`src/rtl/rv32i_core.sv`:
```
// rv32i_core: 3-stage (IF/ID/EX) in-order RV32I integer core, no data-memory port.
// Instructions come from a combinational ROM addressed by inst_addr_o.
// Writeback happens at the edge that ends EX; a one-entry bypass feeds ID.
// Optional feature macro: ILLEGAL_HALT_EN -- when defined, an unknown opcode
// reaching EX freezes the core until reset; otherwise it retires as a NOP.

// Register file: 32 x 32, two combinational read ports, one write port.
module rv32i_regfile (
    input  logic        clk,
    input  logic        rst,
    input  logic [4:0]  i_rs1_addr,
    input  logic [4:0]  i_rs2_addr,
    output logic [31:0] o_rs1_data,
    output logic [31:0] o_rs2_data,
    input  logic        i_wr_en,
    input  logic [4:0]  i_wr_addr,
    input  logic [31:0] i_wr_data
);
    logic [31:0] regs [0:31];

    // Clear all registers on reset, otherwise commit EX results (x0 never written).
    // NOTE: every entry is reset, so x0 and the probed array start defined; this keeps the file in flops, not a RAM macro.
    always_ff @(posedge clk) begin
        if (rst) begin
            for (int i = 0; i < 32; i++) begin
                regs[i] <= '0;
            end
        end else if (i_wr_en && (i_wr_addr != 5'd0)) begin
            regs[i_wr_addr] <= i_wr_data;
        end
    end

    assign o_rs1_data = (i_rs1_addr == 5'd0) ? 32'd0 : regs[i_rs1_addr];
    assign o_rs2_data = (i_rs2_addr == 5'd0) ? 32'd0 : regs[i_rs2_addr];
endmodule

module rv32i_core #(
    parameter logic [31:0] RESET_PC = 32'h0000_0000,
    parameter logic [31:0] NOP_INST = 32'h0000_0013
) (
    input  logic        clk,
    input  logic        rst,
    input  logic [31:0] inst_i,
    output logic [31:0] inst_addr_o
);
    localparam logic [6:0] OPC_LUI    = 7'b0110111;
    localparam logic [6:0] OPC_AUIPC  = 7'b0010111;
    localparam logic [6:0] OPC_JAL    = 7'b1101111;
    localparam logic [6:0] OPC_JALR   = 7'b1100111;
    localparam logic [6:0] OPC_BRANCH = 7'b1100011;
    localparam logic [6:0] OPC_LOAD   = 7'b0000011;
    localparam logic [6:0] OPC_STORE  = 7'b0100011;
    localparam logic [6:0] OPC_OPIMM  = 7'b0010011;
    localparam logic [6:0] OPC_OP     = 7'b0110011;
    localparam logic [6:0] OPC_FENCE  = 7'b0001111;
    localparam logic [6:0] OPC_SYSTEM = 7'b1110011;

    // Fetch and pipeline registers
    logic [31:0] r_pc;
    logic [31:0] r_ifid_inst;
    logic [31:0] r_ifid_pc;
    logic [6:0]  r_idex_opcode;
    logic [4:0]  r_idex_rd;
    logic [2:0]  r_idex_funct3;
    logic        r_idex_alt;
    logic [31:0] r_idex_pc;
    logic [31:0] r_idex_rs1;
    logic [31:0] r_idex_rs2;
    logic [31:0] r_idex_imm;

    // ID stage signals
    logic [6:0]  w_id_opcode;
    logic [4:0]  w_id_rs1_addr;
    logic [4:0]  w_id_rs2_addr;
    logic [31:0] w_id_imm;
    logic [31:0] w_rf_rs1;
    logic [31:0] w_rf_rs2;
    logic [31:0] w_id_rs1_val;
    logic [31:0] w_id_rs2_val;

    // EX stage signals
    logic [31:0] w_alu_b;
    logic [4:0]  w_shamt;
    logic [31:0] w_alu_out;
    logic        w_br_cond;
    logic [31:0] w_ex_result;
    logic        w_ex_wr;
    logic        w_ex_wr_en;
    logic        w_ex_taken;
    logic [31:0] w_ex_target;
    logic        w_halt;

    assign inst_addr_o = r_pc;

    // ---------------- ID ----------------
    assign w_id_opcode   = r_ifid_inst[6:0];
    assign w_id_rs1_addr = r_ifid_inst[19:15];
    assign w_id_rs2_addr = r_ifid_inst[24:20];

    // Immediate generation, format chosen by opcode; I-type is the fallback.
    // NOTE: every path assigns w_id_imm (the default arm included), so no latch is inferred.
    always_comb begin
        case (w_id_opcode)
            OPC_LUI, OPC_AUIPC:
                w_id_imm = {r_ifid_inst[31:12], 12'd0};
            OPC_JAL:
                w_id_imm = {{11{r_ifid_inst[31]}}, r_ifid_inst[31], r_ifid_inst[19:12],
                            r_ifid_inst[20], r_ifid_inst[30:21], 1'b0};
            OPC_BRANCH:
                w_id_imm = {{19{r_ifid_inst[31]}}, r_ifid_inst[31], r_ifid_inst[7],
                            r_ifid_inst[30:25], r_ifid_inst[11:8], 1'b0};
            OPC_STORE:
                w_id_imm = {{20{r_ifid_inst[31]}}, r_ifid_inst[31:25], r_ifid_inst[11:7]};
            default:
                w_id_imm = {{20{r_ifid_inst[31]}}, r_ifid_inst[31:20]};
        endcase
    end

    rv32i_regfile u_regs (
        .clk        (clk),
        .rst        (rst),
        .i_rs1_addr (w_id_rs1_addr),
        .o_rs1_data (w_rf_rs1),
        .i_rs2_addr (w_id_rs2_addr),
        .o_rs2_data (w_rf_rs2),
        .i_wr_en    (w_ex_wr_en),
        .i_wr_addr  (r_idex_rd),
        .i_wr_data  (w_ex_result)
    );

    // The EX result is written at the same edge ID samples, so forward it.
    assign w_id_rs1_val = (w_ex_wr_en && (r_idex_rd == w_id_rs1_addr)) ? w_ex_result : w_rf_rs1;
    assign w_id_rs2_val = (w_ex_wr_en && (r_idex_rd == w_id_rs2_addr)) ? w_ex_result : w_rf_rs2;

    // ---------------- EX ----------------
    assign w_alu_b = (r_idex_opcode == OPC_OP) ? r_idex_rs2 : r_idex_imm;
    assign w_shamt = w_alu_b[4:0];

    // Shared ALU for OP and OP-IMM; SUB only exists in the register form.
    always_comb begin
        case (r_idex_funct3)
            3'b000:  w_alu_out = ((r_idex_opcode == OPC_OP) && r_idex_alt)
                                 ? (r_idex_rs1 - w_alu_b) : (r_idex_rs1 + w_alu_b);
            3'b001:  w_alu_out = r_idex_rs1 << w_shamt;
            3'b010:  w_alu_out = {31'd0, $signed(r_idex_rs1) < $signed(w_alu_b)};
            3'b011:  w_alu_out = {31'd0, r_idex_rs1 < w_alu_b};
            3'b100:  w_alu_out = r_idex_rs1 ^ w_alu_b;
            3'b101:  w_alu_out = r_idex_alt ? 32'($signed(r_idex_rs1) >>> w_shamt)
                                            : (r_idex_rs1 >> w_shamt);
            3'b110:  w_alu_out = r_idex_rs1 | w_alu_b;
            default: w_alu_out = r_idex_rs1 & w_alu_b;
        endcase
    end

    // Branch condition from funct3; reserved encodings never branch.
    always_comb begin
        case (r_idex_funct3)
            3'b000:  w_br_cond = (r_idex_rs1 == r_idex_rs2);
            3'b001:  w_br_cond = (r_idex_rs1 != r_idex_rs2);
            3'b100:  w_br_cond = ($signed(r_idex_rs1) <  $signed(r_idex_rs2));
            3'b101:  w_br_cond = ($signed(r_idex_rs1) >= $signed(r_idex_rs2));
            3'b110:  w_br_cond = (r_idex_rs1 <  r_idex_rs2);
            3'b111:  w_br_cond = (r_idex_rs1 >= r_idex_rs2);
            default: w_br_cond = 1'b0;
        endcase
    end

    // Per-opcode result, writeback request and redirect.
    always_comb begin
        w_ex_result = 32'd0;
        w_ex_wr     = 1'b0;
        w_ex_taken  = 1'b0;
        w_ex_target = r_idex_pc + r_idex_imm;
        case (r_idex_opcode)
            OPC_LUI: begin
                w_ex_result = r_idex_imm;
                w_ex_wr     = 1'b1;
            end
            OPC_AUIPC: begin
                w_ex_result = r_idex_pc + r_idex_imm;
                w_ex_wr     = 1'b1;
            end
            OPC_JAL: begin
                w_ex_result = r_idex_pc + 32'd4;
                w_ex_wr     = 1'b1;
                w_ex_taken  = 1'b1;
            end
            OPC_JALR: begin
                w_ex_result = r_idex_pc + 32'd4;
                w_ex_wr     = 1'b1;
                w_ex_taken  = 1'b1;
                w_ex_target = (r_idex_rs1 + r_idex_imm) & ~32'd1;
            end
            OPC_BRANCH: begin
                w_ex_taken = w_br_cond;
            end
            OPC_OPIMM, OPC_OP: begin
                w_ex_result = w_alu_out;
                w_ex_wr     = 1'b1;
            end
            default: begin
                // Loads, stores, FENCE, SYSTEM and unknown opcodes retire silently.
            end
        endcase
    end

    assign w_ex_wr_en = w_ex_wr && (r_idex_rd != 5'd0);

`ifdef ILLEGAL_HALT_EN
    logic w_ex_illegal;
    logic r_halted;

    // Any opcode outside the RV32I base map counts as illegal.
    always_comb begin
        case (r_idex_opcode)
            OPC_LUI, OPC_AUIPC, OPC_JAL, OPC_JALR, OPC_BRANCH, OPC_LOAD,
            OPC_STORE, OPC_OPIMM, OPC_OP, OPC_FENCE, OPC_SYSTEM:
                w_ex_illegal = 1'b0;
            default:
                w_ex_illegal = 1'b1;
        endcase
    end

    // Sticky halt flag, cleared only by reset.
    always_ff @(posedge clk) begin
        if (rst) begin
            r_halted <= 1'b0;
        end else if (w_ex_illegal) begin
            r_halted <= 1'b1;
        end
    end

    assign w_halt = r_halted || w_ex_illegal;
`else
    assign w_halt = 1'b0;
`endif

    // PC and pipeline advance: reset, then halt, then redirect flush, then normal flow.
    // NOTE: non-blocking assignments here let every stage sample the previous cycle's values.
    always_ff @(posedge clk) begin
        if (rst) begin
            r_pc          <= RESET_PC;
            r_ifid_inst   <= NOP_INST;
            r_ifid_pc     <= 32'd0;
            r_idex_opcode <= NOP_INST[6:0];
            r_idex_rd     <= NOP_INST[11:7];
            r_idex_funct3 <= NOP_INST[14:12];
            r_idex_alt    <= NOP_INST[30];
            r_idex_pc     <= 32'd0;
            r_idex_rs1    <= 32'd0;
            r_idex_rs2    <= 32'd0;
            r_idex_imm    <= 32'd0;
        end else if (w_halt || w_ex_taken) begin
            if (w_ex_taken && !w_halt) begin
                r_pc <= w_ex_target;
            end
            r_ifid_inst   <= NOP_INST;
            r_ifid_pc     <= 32'd0;
            r_idex_opcode <= NOP_INST[6:0];
            r_idex_rd     <= NOP_INST[11:7];
            r_idex_funct3 <= NOP_INST[14:12];
            r_idex_alt    <= NOP_INST[30];
            r_idex_pc     <= 32'd0;
            r_idex_rs1    <= 32'd0;
            r_idex_rs2    <= 32'd0;
            r_idex_imm    <= 32'd0;
        end else begin
            r_pc          <= r_pc + 32'd4;
            r_ifid_inst   <= inst_i;
            r_ifid_pc     <= r_pc;
            r_idex_opcode <= w_id_opcode;
            r_idex_rd     <= r_ifid_inst[11:7];
            r_idex_funct3 <= r_ifid_inst[14:12];
            r_idex_alt    <= r_ifid_inst[30];
            r_idex_pc     <= r_ifid_pc;
            r_idex_rs1    <= w_id_rs1_val;
            r_idex_rs2    <= w_id_rs2_val;
            r_idex_imm    <= w_id_imm;
        end
    end
endmodule

```
`config.mk`:
```
export PLATFORM = sky130hd
export DESIGN_NAME = rv32i_core
export DESIGN_NICKNAME = d
export VERILOG_FILES = /design/src/rtl/rv32i_core.sv
export SDC_FILE = /design/constraint.sdc
export NUM_CORES = 2
export LEC_CHECK = 0
export CORE_ASPECT_RATIO = 2
export CORE_MARGIN = 8
export CORE_UTILIZATION = 45
export DETAILED_ROUTE_END_ITERATION = 10
export GPL_TIMING_DRIVEN = 1
export PLACE_DENSITY = 0.65
export SLEW_MARGIN = 20
export SYNTH_ARGS = -nofsm -noshare
export SYNTH_HDL_FRONTEND = slang
export SYNTH_HIERARCHICAL = 1
export SYNTH_SLANG_ARGS = --single-unit
```
`constraint.sdc`:
```
create_clock -name clk -period 6.7 [get_ports clk]
set_clock_uncertainty 0.1 [all_clocks]
set_input_delay 0.67 -clock clk [delete_from_list [all_inputs] [get_ports clk]]
set_output_delay 0.67 -clock clk [all_outputs]
set_load 0.005 [all_outputs]
```
==> parameters.txt <==
Parameter                              Value

Floorplan
  Area inside the core boundary ... between 150000 and 200000 um^2
  Site row count ... 215
  Die Outline Area ... 186000 um^2
  Height of the chip ... ~600 um
  Starting density of the core ... 45.1%
  Number of top-level design ports ... 66
  Die outline width ... slightly above 300 um

STA
  Remaining max-slew budget at the tightest pin ... between 2 and 2.5%
  Setup-failing EPs final ... 0
  Final Max Tran Viols ... 0
  Setup repair after global routing missed its margin ... no
  Minimum clock period ... around 6.7 ns
  Worst-Margin Slew ... 1.45 ns
  Endpoints failing hold ... 0
  Period utilisation layout ... roughly 99%
  Worst Setup Slack, final ... around 0.034 ns
  Final hold slack ... 0.335 ns
  Peak clock frequency supported by timing ... around 0.15 GHz

Finish
  Most frequent standard cell in the layout excluding fill and tap cells ... sky130_fd_sc_hd__edfxtp_1
  Area added between synthesis and finish ... 11.1%
  Top library cells by usage in the layout, fill and taps aside ... 1024 x sky130_fd_sc_hd__edfxtp_1, 1017 x sky130_fd_sc_hd__and2_1, 473 x sky130_fd_sc_hd__mux4_2, 337 x sky130_fd_sc_hd__buf_4, 301 x sky130_fd_sc_hd__nor2_1
  Layout net count ... 6838
  Fraction of final layout cells sized beyond drive strength 1 ... 18.6%
  Final cell area excluding filler cells ... between 80000 and 90000 um^2

Clock network
  TritonCTS clock tree ... yes
  Num CTS Buffers ... roughly 110
  Hold-fix buffers at CTS ... 0
  H-tree depth ... 3
  Source-to-sink clock delay at the later pin of the worst-skew pair ... between 0.7 and 0.8 ns
  Maximum count of clock buffers along a single path ... 3
  Clock Tree Root ... sky130_fd_sc_hd__clkbuf_16
  Clock Pin Slew Worst Setup and Hold Paths ... ~0.070 ns
  Number of sinks driven by the clock tree ... around 1300

Routing
  DRC marker count from the first detailed-route iteration ... between 7000 and 8000
  Vias after detailed routing ... a little over 60000
  Number of DRC violations after detailed routing ... 0
  Routed via count divided by cell count ... ~6.9
  Total wire length after detailed routing ... around 360000 um
  Final routed wire length divided by cell count ... 40.4 um
  DR pass1 iterations ... 6
  Number of nets with antenna violations after routing ... 0

Place
  Area post-placement ... 81400 um^2
  # port buffers ... 65
  HPWL Detailed ... approximately 250000 um
  Placer Congestion ... 1.14
  Worst setup slack before clock tree synthesis ... -0.0934 ns

Worst setup path
  Max FO, Critical Path ... 31
  Setup CP Type ... flip-flop to flip-flop
  Reg2Reg Depth ... 15
  Capturing element type of the critical path ... flip-flop
  Data arrival time of the critical path ... around 7.2 ns
  Endpoint of the most critical register-to-register path ... u_regs/regs[22][20]
  Slowest cell on the critical path ... sky130_fd_sc_hd__and3_1
  Nature of the critical path startpoint ... flip-flop
  Most frequent cell on the critical path ... sky130_fd_sc_hd__buf_4
  Cell-by-cell listing of the critical path ... nor4b_4 -> buf_4 -> and3_1 -> buf_4 -> o21ai_0 -> nand3_1 -> a21boi_1 -> a21oi_1 -> mux2i_1 -> o21ai_0 -> a31oi_1 -> nor3_1 -> buf_4 -> inv_1 -> and2_1
  R2R Path Start ... r_idex_opcode[2]
  Required time reported for the critical path endpoint ... a little over 7 ns
  Critical path's largest stage delay ... between 0.9 and 1 ns
  Worst R2R Setup Slack ... 0.03 ns

Logic synthesis
  Synth area leaders ... sky130_fd_sc_hd__edfxtp_1 40%, sky130_fd_sc_hd__mux4_2 14%, sky130_fd_sc_hd__and2_1 8.3%
  Number of library cell types mapped by synthesis ... just over 100
  Top cell type's share of synthesized area ... approximately two fifths
  Cell area after synthesis ... roughly 77000 um^2
  Most used flip-flop cell after synthesis ... sky130_fd_sc_hd__edfxtp_1
  Cell taking the most area after synthesis ... sky130_fd_sc_hd__edfxtp_1
  Share of flip-flops with an asynchronous set or reset after synthesis ... 0%
  Count of flip-flops with a built-in enable after synthesis ... 1024
  Number of synthesized register bits ... around 1300
  Avg Inst Size Synth ... 11.7 um^2
  Warnings from Yosys ... 6
  Portion of the post-synthesis area used by sequential elements ... a little under half
  Post-synthesis cell count ... around 6600

Power and ir drop
  Total leakage power ... 31.8 nW
  Peak VDD IR ... 0.363 mV
  Cell Pwr Density ... between 200 and 250 nW/um^2

Run
  Max cap viols ... 0

Hold path
  Hold Path Stages ... 1
  Endpoint of the worst hold path ... u_regs/regs[0][10]
  Startpoint of the lowest-slack hold path ... rst
  HP Class ... input port to flip-flop

Global route
  Maximum number of pins on one net before global-route repair ... 90
  First-pass GRT wire length ... roughly 500000 um
  Overall routing resource usage ... roughly 39%
  Number of antenna violations at the first check in global routing ... 31
  Grt total ovfl ... 0
  Via count of the first global-routing pass ... ~62000

Status
  Run status ... finished, final reports clean
[where the power goes]
part	switching (mW)	internal [mW]	total [mW]
sequential	0.341	8.76	9.10
clock	3.16	3.85	7.02
combinational	2.88	1.41	4.29
[Yosys cell counts, types with 93 or more instances]
master and number:
sky130_fd_sc_hd__xnor2_1 96, sky130_fd_sc_hd__a21o_1 93, sky130_fd_sc_hd__o22ai_1 122, sky130_fd_sc_hd__mux4_2 473, sky130_fd_sc_hd__and3_1 148, sky130_fd_sc_hd__nand3_1 105, sky130_fd_sc_hd__inv_1 167, sky130_fd_sc_hd__o21ai_0 232
sky130_fd_sc_hd__nor3_1 98, sky130_fd_sc_hd__edfxtp_1 1024, sky130_fd_sc_hd__and2_1 1020, sky130_fd_sc_hd__a211oi_1 102, sky130_fd_sc_hd__nand2_1 222, sky130_fd_sc_hd__clkbuf_1 420, sky130_fd_sc_hd__ha_1 194, sky130_fd_sc_hd__a21oi_1 282
sky130_fd_sc_hd__mux2i_1 238, sky130_fd_sc_hd__nor2_1 341, sky130_fd_sc_hd__dfxtp_1 240
[stage by stage]
stage          std cells  TNS (ns)  util [%]  total power [mW]
2_1_floorplan       6650         0         -              11.3
3_3_place_gp        8757     -9.13      47.6              13.2
3_5_place_dp        8757     -4.09      47.6              13.2
4_1_cts             8963         0      49.9              20.1
5_1_grt             8988         0      50.1              20.8
6_report            9009         0      50.1              20.4
[layer usage]
layer / vias up / part of all wire, % / track usage [%] / routed length, um
li1: 24888 / - / - / -
met2: 4397 / 48 / 63.6 / 176000
met4: 16 / 14 / 41.6 / 50100
met5: - / 0.030 / 0.106 / 109
met3: 1816 / 8.8 / 11.0 / 32200
met1: 30936 / 29 / 36.4 / 106000
[cell type report]
cell class	instances	area, um^2
diodes	32	80.1
clock buffers	138	3010
clock inverters	68	943
fillers	15128	85300
inverters	174	661
multi-input cells	4626	38900
flip-flops and latches	1264	35600
well taps	2278	2850
repair buffers	427	3690
repair inverters	2	15.0
[registers in the layout, summed over array words and instances (netlist names), 7 cells and up]
name and count:
r_ifid_inst 32, r_ifid_pc 32, r_idex_pc 32, r_idex_opcode 7, inst_addr_o 32, r_idex_rs1 32, r_idex_rs2 32, u_regs/regs 1024
r_idex_imm 32
[worst max-delay path, delay by kind of cell (launching register included)]
family                 cells  cell delay, ns
AO/OA/AOI/OAI              5            2.12
AND/OR/NAND/NOR            5            2.08
buffers and inverters      4            1.48
flip-flops                 1            0.41
multiplexers               1            0.31
[cells by family (layout without fill, tap and decap cells)]
kind of cell             count (synthesis)  after routing  share of synthesized area [%]
AND/OR/NAND/NOR                       2189           2189                           15.8
multiplexers                           751            751                           17.5
flip-flops                            1264           1264                           46.1
buffers and inverters                  760            809                           4.25
adder cells (fa/ha/maj)                197            197                           3.22
other                                    1             64                        0.00486
XOR/XNOR                               155            155                           1.76
AO/OA/AOI/OAI                         1302           1302                           11.5
[timing repair]
item,in CTS,in global routing
gates cloned,0,2
resized for setup,2,13
endpoints found under the setup margin,64,182
buffers inserted,0,5
pin swaps,0,2
[worst max path at each step]
| stage | slack [ns] | start | cells past startpoint | endpoint |
|---|---|---|---|---|
| CTS | 0.09 | r_idex_opcode[2] | 21 | u_regs/regs[20][23] |
| finish | 0.03 | r_idex_opcode[2] | 15 | u_regs/regs[22][20] |
| floorplan | 1.36 | r_idex_opcode[5] | 25 | u_regs/regs[10][27] |
| global placement | -0.12 | r_idex_opcode[2] | 18 | u_regs/regs[16][31] |
| detailed placement | -0.09 | r_idex_opcode[2] | 18 | u_regs/regs[20][31] |
| global route | 0.06 | r_idex_opcode[2] | 20 | u_regs/regs[15][17] |
Power figures use the tool's default switching activity.
